$ cat src/rtl/rx_buffer_ctrl.sv
// Receive buffer controller: circular word buffer write pointer with rollback,
// free-space accounting and a queue of committed packet descriptors.
`timescale 1ns/1ps
module rx_buffer_ctrl #(
  parameter int ADDR_WIDTH    = 8,
  parameter int LEN_WIDTH     = 7,
  parameter int MAX_PKT_WORDS = 64,
  parameter int NUM_DESC      = 4
) (
  input  logic                  clk,
  input  logic                  n_rst,
  input  logic                  wr_start,
  input  logic                  wr_en,
  input  logic                  wr_commit,
  input  logic                  wr_abort,
  output logic [ADDR_WIDTH-1:0] wr_addr,
  output logic                  mem_wen,
  output logic                  overflow,
  output logic                  pkt_valid,
  output logic [ADDR_WIDTH-1:0] pkt_base,
  output logic [LEN_WIDTH-1:0]  pkt_len,
  input  logic                  pkt_release,
  output logic [ADDR_WIDTH:0]   free_words,
  output logic [7:0]            drop_count
);

  localparam int QW = (NUM_DESC > 1) ? $clog2(NUM_DESC) : 1;
  localparam int CW = QW + 1;
  localparam logic [LEN_WIDTH-1:0] MAX_LEN  = LEN_WIDTH'(MAX_PKT_WORDS);
  localparam logic [ADDR_WIDTH:0]  MAX_FREE = (ADDR_WIDTH+1)'(MAX_PKT_WORDS);
  localparam logic [ADDR_WIDTH:0]  ALL_FREE = {1'b1, {ADDR_WIDTH{1'b0}}};
  localparam logic [CW-1:0]        FULL_CNT = CW'(NUM_DESC);

  typedef enum logic [1:0] {S_IDLE, S_WRITING, S_DROP} state_e;

  state_e                state_q, state_d;
  logic [ADDR_WIDTH-1:0] wr_ptr_q, wr_ptr_d;
  logic [ADDR_WIDTH-1:0] base_q, base_d;
  logic [LEN_WIDTH-1:0]  len_q, len_d;
  logic                  trunc_q, trunc_d;
  logic [ADDR_WIDTH:0]   free_q, free_d;
  logic [7:0]            drop_q, drop_d;
  logic [QW-1:0]         head_q, head_d;
  logic [QW-1:0]         tail_q, tail_d;
  logic [CW-1:0]         count_q, count_d;
  logic [ADDR_WIDTH-1:0] desc_base_q [NUM_DESC];
  logic [ADDR_WIDTH-1:0] desc_base_d [NUM_DESC];
  logic [LEN_WIDTH-1:0]  desc_len_q  [NUM_DESC];
  logic [LEN_WIDTH-1:0]  desc_len_d  [NUM_DESC];

  logic                  accept;
  logic                  over_max;
  logic [LEN_WIDTH-1:0]  clen;
  logic [LEN_WIDTH-1:0]  rb_len;
  logic [LEN_WIDTH-1:0]  rel_len;
  logic                  push;
  logic                  pop;
  logic                  drop_inc;

  always_comb begin
    state_d     = state_q;
    wr_ptr_d    = wr_ptr_q;
    base_d      = base_q;
    len_d       = len_q;
    trunc_d     = trunc_q;
    desc_base_d = desc_base_q;
    desc_len_d  = desc_len_q;
    push        = 1'b0;
    drop_inc    = 1'b0;
    rb_len      = '0;

    accept   = (state_q == S_WRITING) && wr_en && (len_q < MAX_LEN);
    over_max = (state_q == S_WRITING) && wr_en && (len_q >= MAX_LEN);
    // Length including this cycle's write, so a same-cycle word is committed or rolled back too.
    clen     = len_q + LEN_WIDTH'(accept);

    case (state_q)
      S_IDLE: begin
        if (wr_start) begin
          if (overflow) begin
            state_d  = S_DROP;
            drop_inc = 1'b1;
          end else begin
            state_d = S_WRITING;
            base_d  = wr_ptr_q;
            len_d   = '0;
            trunc_d = 1'b0;
          end
        end
      end
      S_WRITING: begin
        wr_ptr_d = wr_ptr_q + ADDR_WIDTH'(accept);
        len_d    = clen;
        if (over_max) trunc_d = 1'b1;
        if (wr_abort) begin
          state_d  = S_IDLE;
          wr_ptr_d = base_q;
          rb_len   = clen;
          drop_inc = 1'b1;
        end else if (wr_commit) begin
          state_d = S_IDLE;
          if ((clen == '0) || trunc_q || over_max) begin
            wr_ptr_d = base_q;
            rb_len   = clen;
            drop_inc = 1'b1;
          end else begin
            push = 1'b1;
          end
        end
      end
      S_DROP: begin
        if (wr_commit || wr_abort) state_d = S_IDLE;
      end
      default: state_d = S_IDLE;
    endcase

    pop     = pkt_release && (count_q != '0);
    rel_len = pop ? desc_len_q[head_q] : '0;

    if (push) begin
      desc_base_d[tail_q] = base_q;
      desc_len_d[tail_q]  = clen;
    end
    head_d  = head_q + QW'(pop);
    tail_d  = tail_q + QW'(push);
    count_d = count_q + CW'(push) - CW'(pop);

    free_d = free_q - (ADDR_WIDTH+1)'(accept) + (ADDR_WIDTH+1)'(rel_len)
           + (ADDR_WIDTH+1)'(rb_len);
    drop_d = (drop_inc && (drop_q != 8'hFF)) ? drop_q + 8'd1 : drop_q;
  end

  always_ff @(posedge clk) begin
    if (!n_rst) begin
      state_q  <= S_IDLE;
      wr_ptr_q <= '0;
      base_q   <= '0;
      len_q    <= '0;
      trunc_q  <= 1'b0;
      free_q   <= ALL_FREE;
      drop_q   <= '0;
      head_q   <= '0;
      tail_q   <= '0;
      count_q  <= '0;
      for (int i = 0; i < NUM_DESC; i++) begin
        desc_base_q[i] <= '0;
        desc_len_q[i]  <= '0;
      end
    end else begin
      state_q     <= state_d;
      wr_ptr_q    <= wr_ptr_d;
      base_q      <= base_d;
      len_q       <= len_d;
      trunc_q     <= trunc_d;
      free_q      <= free_d;
      drop_q      <= drop_d;
      head_q      <= head_d;
      tail_q      <= tail_d;
      count_q     <= count_d;
      desc_base_q <= desc_base_d;
      desc_len_q  <= desc_len_d;
    end
  end

  assign mem_wen    = accept;
  assign wr_addr    = wr_ptr_q;
  assign overflow   = (count_q == FULL_CNT) || (free_q < MAX_FREE);
  assign pkt_valid  = (count_q != '0);
  assign pkt_base   = pkt_valid ? desc_base_q[head_q] : '0;
  assign pkt_len    = pkt_valid ? desc_len_q[head_q] : '0;
  assign free_words = free_q;
  assign drop_count = drop_q;

endmodule

$ cat config.mk
export PLATFORM = sky130hd
export DESIGN_NAME = rx_buffer_ctrl
export DESIGN_NICKNAME = d
export VERILOG_FILES = /design/src/rtl/rx_buffer_ctrl.sv
export SDC_FILE = /design/constraint.sdc
export NUM_CORES = 1
export LEC_CHECK = 0
export ABC_AREA = 1
export BUFFER_PORTS_ARGS = -buffer_cell sky130_fd_sc_hd__buf_2
export CAP_MARGIN = 20
export CORE_MARGIN = 10
export CORE_UTILIZATION = 64
export CTS_CLUSTER_DIAMETER = 100
export CTS_CLUSTER_SIZE = 10
export DETAILED_ROUTE_END_ITERATION = 8
export PLACE_DENSITY = 0.85
export RECOVER_POWER = 25
export REMOVE_ABC_BUFFERS = 1
export SYNTH_ARGS = -nofsm -noshare
export SYNTH_HDL_FRONTEND = slang
export SYNTH_SLANG_ARGS = --single-unit
$ cat constraint.sdc
create_clock -name clk -period 10.5 [get_ports clk]
set_input_delay 0.525 -clock clk [delete_from_list [all_inputs] [get_ports clk]]
set_output_delay 0.525 -clock clk [all_outputs]
set_load 0.01 [all_outputs]
==> results of run 1 <==
==> sequential cells by signal, indices dropped and copies added, names as in the netlist <==
name and count:
wr_addr 8, free_words 9, desc_base_q 32, base_q 8, tail_q 2, drop_count 8
desc_len_q 28, head_q 2, len_q 7, count_q 3, state_q 2, trunc_q 1
==> cell type report <==
| cell class | count | share of cell area [%] |
|---|---|---|
| Timing Repair Buffer | 54 | 3.846 |
| Clock inverter | 6 | 0.8413 |
| Clock buffer | 10 | 2.043 |
| Antenna cell | 1 | 0.04006 |
| Tap cell | 111 | 2.224 |
| Multi-Input combinational cell | 591 | 47.58 |
| Sequential cell | 110 | 35.26 |
| Inverter | 136 | 8.173 |
==> final timing paths <==
check | start | slack (ps) | end | cells after the start
min | wr_start | 480 | state_q[1]$_SDFFE_PN0P_ | 3
max reg2reg | state_q[0]$_SDFFE_PN0P_ | 4180 | free_words[8]$_SDFF_PN1_ | 31
min reg2reg | len_q[0]$_SDFFE_PN0P_ | 490 | len_q[0]$_SDFFE_PN0P_ | 2
max | state_q[0]$_SDFFE_PN0P_ | 4180 | free_words[8]$_SDFF_PN1_ | 31
==> logic make-up after synthesis <==
kind of cell | Yosys count | share of synthesized area (%)
AO/OA/AOI/OAI | 132 | 11.84
XOR/XNOR | 14 | 2.203
adder cells (fa/ha/maj) | 35 | 8.556
buffers and inverters | 174 | 12.30
flip-flops | 110 | 37.27
AND/OR/NAND/NOR | 410 | 27.83
==> cell usage in the layout, fill, tap and decap left out, types with 21 or more instances in the layout <==
cell type  synthesis  layout
a21oi_1           77      77
buf_2              5      21
clkbuf_1          22      31
dfxtp_1          110     110
ha_1              26      26
inv_1            134     134
nand2_1          214     214
nand3_1           26      26
nor2_1           150     151
o21ai_0           41      41
==> per-stage QoR <==
stage | cells | power (mW) | utilization (%) | instance area (um^2) | hold WS (ps)
final | 1019 | 1.242 | 68.57 | 6246 | 476.4
after global routing | 1018 | 1.337 | 68.54 | 6243 | 500.5
after CTS | 1018 | 1.255 | 69.15 | 6299 | 472.3
after detailed placement | 1002 | 1.015 | 67.17 | 6118 | 472.4
after global placement | 1002 | 1.004 | 67.17 | 6118 | 471.1
after floorplan | 837 | 0.8440 | - | 5692 | 445.0
==> power by group <==
part           switching (mW)  total [mW]  internal (mW)
combinational           0.335       0.501          0.165
clock                   0.151       0.242         0.0909
sequential             0.0399       0.500          0.460
==> tightest hold or removal path, stage by stage <==
cell	delay (ps)
buf_2	110
nand3_1	100
a21oi_1	70
==> metal layers <==
layer	share of wire [%]	vias up	track usage, %	wire, um
met2	48	141	35.61	6577
met1	44	2415	25.63	6099
met5	0	-	0	0
li1	-	2753	-	-
met3	7.1	17	4.451	987
met4	1.3	0	6.172	174
==> results.ini, run 1 <==
[outcome]
status = finished with violations
violations = max-capacitance violations, max-slew violations

[placed_design]
place_congestion = 0.8873
port_buffers = 49
dpl_worst_slack_ps = 4855
hpwl_um = 9292

[clocking]
clk_pin_slew_ps = 100
cts.repair.resized = 0
cts_hold_buf = 0
cts_root_buffer = clkbuf_8
cts_tree = yes
clock-sinks = 110
postCtsSetupBuffers = 0
worstSkewPairLatency_ps = 370
htree_levels = 3
clk_path_buf_depth = 2
cts-buffers-inserted = 9

[drt]
drtIter0Drc = 458
routed-via-count = 5326
drt-pass1-iter-count = 5
route.detailed.wl_per_inst_um = 13.58
via_per_inst = 5.227
totalWireLength_um = 13840
antenna_left = 0
post-route-drc-count = 0

[setup_path]
cp-start-kind = flop
worstSetupEndpointType = flop
worst-setup-path-type = flop to flop
cp_top_family = simple AND/OR/NAND/NOR gates
critPathSlowestCell = nor2_1
cpPeakStageDelay_ps = 800
cpMostUsedCell = nand2_1
cp.buffers_inverters = 3
arrival_ps = 6570
required_ps = 10750
path_max_fanout = 18

[timing]
fin_ws_ps = 4185
hold_violations = 0
max-slew-margin-rel_pct = -41.72
drv_slew = 49
finalSetupViolCount = 0
worst_pin_slew_ps = 2126
skew_ps = 10.75
setup_tns_ps = 0
rsz0062_at_grt = no
layout_min_cycle_time_ps = 6315
period_share_pct = 60.15
max_freq_mhz = 158.3

[yosys]
yosys_warnings = 0
netlist_area_mm2 = 0.005908
synth_edf_count = 0
postSynthAreaPerCell_um2 = 6.752
synth_flop_cell = dfxtp_1
yosys_register_bits = 110
yosys-top-cells-area = dfxtp_1, nand2_1, nor2_1
synth_top_area_share_pct = 37.27
netlist_top_cells_count = nand2_1, nor2_1, inv_1
syn_inst = 875
synth.distinct_cells = 31
synth_top_area_cell = dfxtp_1
ys_seq_area_share_pct = 37.27
synth.most_common_cell = nand2_1
synthArstFlopShare_pct = 0

[cells_and_area]
regArea_mm2 = 0.002202
multiInputGateArea_mm2 = 0.002972
fillCellCount = 819
layout.nets = 944
drive_gt1_share_pct = 5.733
area_growth_pct = 5.718

[grt]
grt.overflow.total = 0
antenna_found_initial = 1
grt_pass1_vias = 4973
grt_usage_pct = 20.82
grt_pass1_wl_um = 22970
grt_max_degree = 49

[die]
dieArea_mm2 = 0.01347
fp.coreArea_mm2 = 0.009109
ioPinCount = 50
fp.dieH_um = 116.1
rows = 35
start_util_pct = 64.86
die_x_um = 116.1

[pwr]
worst_ir_drop_vdd_mv = 0.1514
power.density_mw_per_mm2 = 198.8
leakagePower_nw = 3.208

[hold_path]
min_path_type = input pin to flop

[run]
cap_viol_max_count = 1

Power figures use the tool's default switching activity.
==> run 2, diff against run 1 <==
--- a/config.mk
+++ b/config.mk
@@ -9,11 +9,11 @@
 export BUFFER_PORTS_ARGS = -buffer_cell sky130_fd_sc_hd__buf_2
 export CAP_MARGIN = 20
 export CORE_MARGIN = 10
-export CORE_UTILIZATION = 64
+export CORE_UTILIZATION = 54
 export CTS_CLUSTER_DIAMETER = 100
 export CTS_CLUSTER_SIZE = 10
 export DETAILED_ROUTE_END_ITERATION = 8
-export PLACE_DENSITY = 0.85
+export PLACE_DENSITY = 0.76
 export RECOVER_POWER = 25
 export REMOVE_ABC_BUFFERS = 1
 export SYNTH_ARGS = -nofsm -noshare
==> constraint.sdc (replaced) <==
create_clock -name clk -period 5.1 [get_ports clk]
set_input_delay 0.255 -clock clk [delete_from_list [all_inputs] [get_ports clk]]
set_output_delay 0.255 -clock clk [all_outputs]
set_load 0.01 [all_outputs]
==> run 2 against run 1 <==
Compared with the run above:
- the flow now finishes without violations
- clock skew increased by 2.1 ps
- hold slack worse by 290 ps
- final area up 3.0%
- combinational power up 110%
==> results.ini, run 2 (same netlist as run 1, synthesis figures left out) <==
[setup_path]
startpoint = state_q[0]$_SDFFE_PN0P_
critPathSlowestCell = fa_1
r2r_slack_ps = 470
cp-start-kind = flop
worst-setup-path-type = flop to flop
cpPeakStageDelay_ps = 510
arrival_ps = 4950
r2r_start = state_q[0]$_SDFFE_PN0P_
worstSetupEndpointType = flop
path_max_fanout = 8
required_ps = 5420

[drt]
via_per_inst = 4.990
route.detailed.wl_per_inst_um = 13.27
totalWireLength_um = 14010
drt-pass1-iter-count = 5
post-route-drc-count = 0
routed-via-count = 5269
antenna_left = 0
drtIter0Drc = 494

[timing]
hold_violations = 0
skew_ps = 12.85
drv_slew = 0
finalSetupViolCount = 0
setup_tns_ps = 0
rsz0062_at_grt = no
period_share_pct = 90.74
worst_pin_slew_ps = 1092
layout_min_cycle_time_ps = 4628
fin_ws_ps = 472.1
max-slew-margin-rel_pct = 27.21
max_freq_mhz = 216.1

[pwr]
worst_ir_drop_vdd_mv = 0.2991
seqPwrFrac_pct = 39.1
internal_power_mw = 1.586
clkPwrFrac_pct = 21.2
leakagePower_nw = 3.268
p_comb_share_pct = 39.7
switching_power_mw = 1.106
power.density_mw_per_mm2 = 418.3
switching_share_pct = 41.07

[outcome]
status = complete, no violations

[placed_design]
port_buffers = 49
place_congestion = 0.8498
hpwl_um = 9590
dp.cells = 1039
dpl_worst_slack_ps = 218.8
place_area_mm2 = 0.006215

[cells_and_area]
fin_util_pct = 59.62
top_register = desc_base_q
drive_gt1_share_pct = 7.860
final_cell_mix = nand2_1, nor2_1, inv_1
largest_register_ffs = 32
n_antenna_cell = 0
fin_area_mm2 = 0.006435
area_growth_pct = 8.916
layout.cells.non_filler = 1056
layout.nets = 953
final_common_cell = nand2_1
fillCellCount = 1046

[grt]
grt_max_degree = 85
grt.overflow.total = 0
grt_usage_pct = 17.56
grt_pass1_vias = 4587
antenna_found_initial = 0
grt_pass1_wl_um = 23290

[run]
cap_viol_max_count = 0

[clocking]
worstSkewPairLatency_ps = 380
htree_levels = 3
clk_pin_slew_ps = 110
cts-buffers-inserted = 9
cts_root_buffer = clkbuf_8
cts_tree = yes
clk_path_buf_depth = 2
clock-sinks = 110

[die]
ioPinCount = 50
die_x_um = 124.6
fp.dieH_um = 124.6
fp.coreArea_mm2 = 0.01079
start_util_pct = 54.74
dieArea_mm2 = 0.01553
rows = 38

[hold_path]
hp-start = wr_commit
min_path_type = input pin to flop

run 2: critical path: cells and delay by family (launching register included):
kind	cells	cell delay, ps
fa+ha+maj	6	1740
simple gates	17	1600
buf+inv	6	480
compound gates	3	380
flops	1	350
run 2: cell type report:
type / instances / area, um^2 / share of cell area [%]
Multi-Input combinational cell: 591 / 3020 / 46.94
Sequential cell: 110 / 2203 / 34.24
Inverter: 136 / 513.0 / 7.972
Timing Repair Buffer: 63 / 309.0 / 4.803
Tap cell: 140 / 175.2 / 2.722
Clock buffer: 11 / 151.4 / 2.353
Clock inverter: 5 / 62.56 / 0.9722
run 2: path summary, 6_finish.rpt:
| check | end | cells after the start |
|---|---|---|
| setup / recovery | free_words[7]$_SDFF_PN0_ | 32 |
| hold / removal | state_q[0]$_SDFFE_PN0P_ | 4 |
| setup reg to reg | free_words[7]$_SDFF_PN0_ | 32 |
| hold reg to reg | len_q[0]$_SDFFE_PN0P_ | 2 |
run 2: timing repair:
item	4_1_cts	5_1_grt
endpoints found under the setup margin	0	4
gates resized for setup	0	11
hold buffers	0	0
setup buffers	0	1
run 2: routing by layer:
layer | part of all wire [%] | vias to the layer above | track usage [%] | routed length, um
met5 | 0 | - | 0 | 0
met4 | 0.85 | 0 | 3.975 | 119
met3 | 4.0 | 10 | 3.915 | 559
met2 | 46 | 101 | 26.83 | 6475
met1 | 49 | 2403 | 24.50 | 6854
li1 | - | 2755 | - | -
run 2: through the flow:
step	power, mW	hold slack, ps
6_report	2.692	185.0
3_3_place_gp	2.104	462.9
5_1_grt	2.906	191.2
2_1_floorplan	1.738	348.5
4_1_cts	2.674	189.7
3_5_place_dp	2.112	470.6
run 2: power groups by stage:
| stage | combinational [mW] | clock [mW] | sequential [mW] |
|---|---|---|---|
| floorplan | 0.665 | 0 | 1.07 |
| global placement | 1.03 | 0 | 1.07 |
| global route | 1.23 | 0.611 | 1.07 |
| CTS | 1.05 | 0.574 | 1.05 |
| finish | 1.07 | 0.571 | 1.05 |
| detailed placement | 1.04 | 0 | 1.07 |
==> run 3, diff against run 2 <==
--- a/config.mk
+++ b/config.mk
@@ -9,11 +9,10 @@
 export BUFFER_PORTS_ARGS = -buffer_cell sky130_fd_sc_hd__buf_2
 export CAP_MARGIN = 20
 export CORE_MARGIN = 10
-export CORE_UTILIZATION = 54
+export CORE_UTILIZATION = 40
 export CTS_CLUSTER_DIAMETER = 100
 export CTS_CLUSTER_SIZE = 10
 export DETAILED_ROUTE_END_ITERATION = 8
-export PLACE_DENSITY = 0.76
 export RECOVER_POWER = 25
 export REMOVE_ABC_BUFFERS = 1
 export SYNTH_ARGS = -nofsm -noshare
==> run 3 against run 2 <==
Compared with the run above:
- global-route usage down 2.5 points
- clock power up 27%
- combinational power about the same
- fmax up 0.50%
- critical endpoint unchanged
- total power up 5.2%
- wire length up 6.1%
- final area up 2.0%
==> results.ini, run 3 (same netlist as run 1, synthesis figures left out) <==
[outcome]
status = complete, no violations

[setup_path]
arrival_ps = 4900
cp-start-kind = flop
worst-setup-path-type = flop to flop
required_ps = 5390
critPathSlowestCell = fa_1
cpPeakStageDelay_ps = 540
worstSetupEndpointType = flop
path_max_fanout = 5

[drt]
via_per_inst = 4.667
drt-pass1-iter-count = 5
antenna_left = 0
route.detailed.wl_per_inst_um = 13.50
post-route-drc-count = 0
drtIter0Drc = 420
totalWireLength_um = 14870
routed-via-count = 5138

[clocking]
clk_pin_slew_ps = 70
cts_tree = yes
worstSkewPairLatency_ps = 360
cts-buffers-inserted = 9
htree_levels = 3
clk_path_buf_depth = 2
cts_root_buffer = clkbuf_16
clock-sinks = 110

[cells_and_area]
final_cell_mix = nand2_1, nor2_1, inv_1
largest_register_ffs = 32
area_growth_pct = 11.10
fin_util_pct = 45.33
fillCellCount = 1548
drive_gt1_share_pct = 7.743
top_register = desc_base_q
layout.cells.non_filler = 1101
final_common_cell = nand2_1
multiInputGateArea_mm2 = 0.003005
regArea_mm2 = 0.002203
layout.nets = 954
n_antenna_cell = 0

[die]
start_util_pct = 40.81
dieArea_mm2 = 0.02003
fp.dieH_um = 141.5
fp.coreArea_mm2 = 0.01448
ioPinCount = 50
die_x_um = 141.5
rows = 44

[run]
cap_viol_max_count = 0

[timing]
max_freq_mhz = 217.2
setup_tns_ps = 0
drv_slew = 0
period_share_pct = 90.29
worst_pin_slew_ps = 1166
finalSetupViolCount = 0
hold_violations = 0
max-slew-margin-rel_pct = 22.27
layout_min_cycle_time_ps = 4605
rsz0062_at_grt = no
skew_ps = 10.80

[pwr]
worst_ir_drop_vdd_mv = 0.1764
power.density_mw_per_mm2 = 431.4
leakagePower_nw = 3.320

[placed_design]
port_buffers = 49
dp.cells = 1083
place_congestion = 0.7930
hpwl_um = 9929

[grt]
grt_pass1_vias = 4832
grt_pass1_wl_um = 24780
grt_max_degree = 85
grt.overflow.total = 0
antenna_found_initial = 0
grt_usage_pct = 15.10

[hold_path]
min_path_type = input pin to flop

==> run 3: area by class of cell <==
type                            count  share of cell area, %
Sequential cell                   110                  33.57
Tap cell                          184                  3.507
Clock buffer                        9                  3.431
Clock inverter                      7                  1.067
Timing Repair Buffer               64                  4.823
Inverter                          136                  7.815
Multi-Input combinational cell    591                  45.79
==> run 3: what timing repair did <==
item | 4_1_cts | 5_1_grt
buffers inserted | 0 | 2
resized for setup | 0 | 12
hold buffers | 0 | 0
setup endpoints to repair | 0 | 4
==> run 3: through the flow <==
stage | setup slack (ps) | hold slack (ps) | total power [mW] | instance area, um^2
after floorplan | 34.86 | 348.5 | 1.738 | 5692
after global placement | 281.1 | 473.5 | 2.128 | 6270
after detailed placement | 141.7 | 479.4 | 2.125 | 6270
after CTS | 114.2 | 216.9 | 2.854 | 6565
after global routing | 7.651 | 226.5 | 3.063 | 6564
final | 495.2 | 223.5 | 2.831 | 6564
==> run 3: final timing paths <==
| kind | slack, ps | end | from | cells after the start |
|---|---|---|---|---|
| hold / removal | 220 | state_q[0]$_SDFFE_PN0P_ | wr_commit | 4 |
| setup / recovery | 500 | free_words[7]$_SDFF_PN0_ | state_q[0]$_SDFFE_PN0P_ | 31 |
| hold reg to reg | 490 | len_q[0]$_SDFFE_PN0P_ | len_q[0]$_SDFFE_PN0P_ | 2 |
| setup reg to reg | 500 | free_words[7]$_SDFF_PN0_ | state_q[0]$_SDFFE_PN0P_ | 31 |
==> run 3: critical path, delay by kind of cell, from the launching register on <==
family / cells / cell delay [ps]
flip-flops: 1 / 340
buffers and inverters: 5 / 330
adder cells (fa/ha/maj): 6 / 1880
AND/OR/NAND/NOR: 17 / 1580
AO/OA/AOI/OAI: 3 / 390
==> run 3: report_power, final <==
part	switching, mW	total [mW]	internal [mW]	leakage [nW]
Clock	0.343	0.726	0.383	0.146
Sequential	0.109	1.06	0.948	0.891
Combinational	0.684	1.05	0.365	2.28
==> run 3: routing by layer <==
| metal | track usage, % | routed length, um | vias to the layer above |
|---|---|---|---|
| li1 | - | - | 2769 |
| met1 | 20.16 | 7257 | 2264 |
| met2 | 23.60 | 6613 | 95 |
| met3 | 2.737 | 779 | 10 |
| met4 | 5.863 | 215 | 0 |
| met5 | 0 | 0 | - |
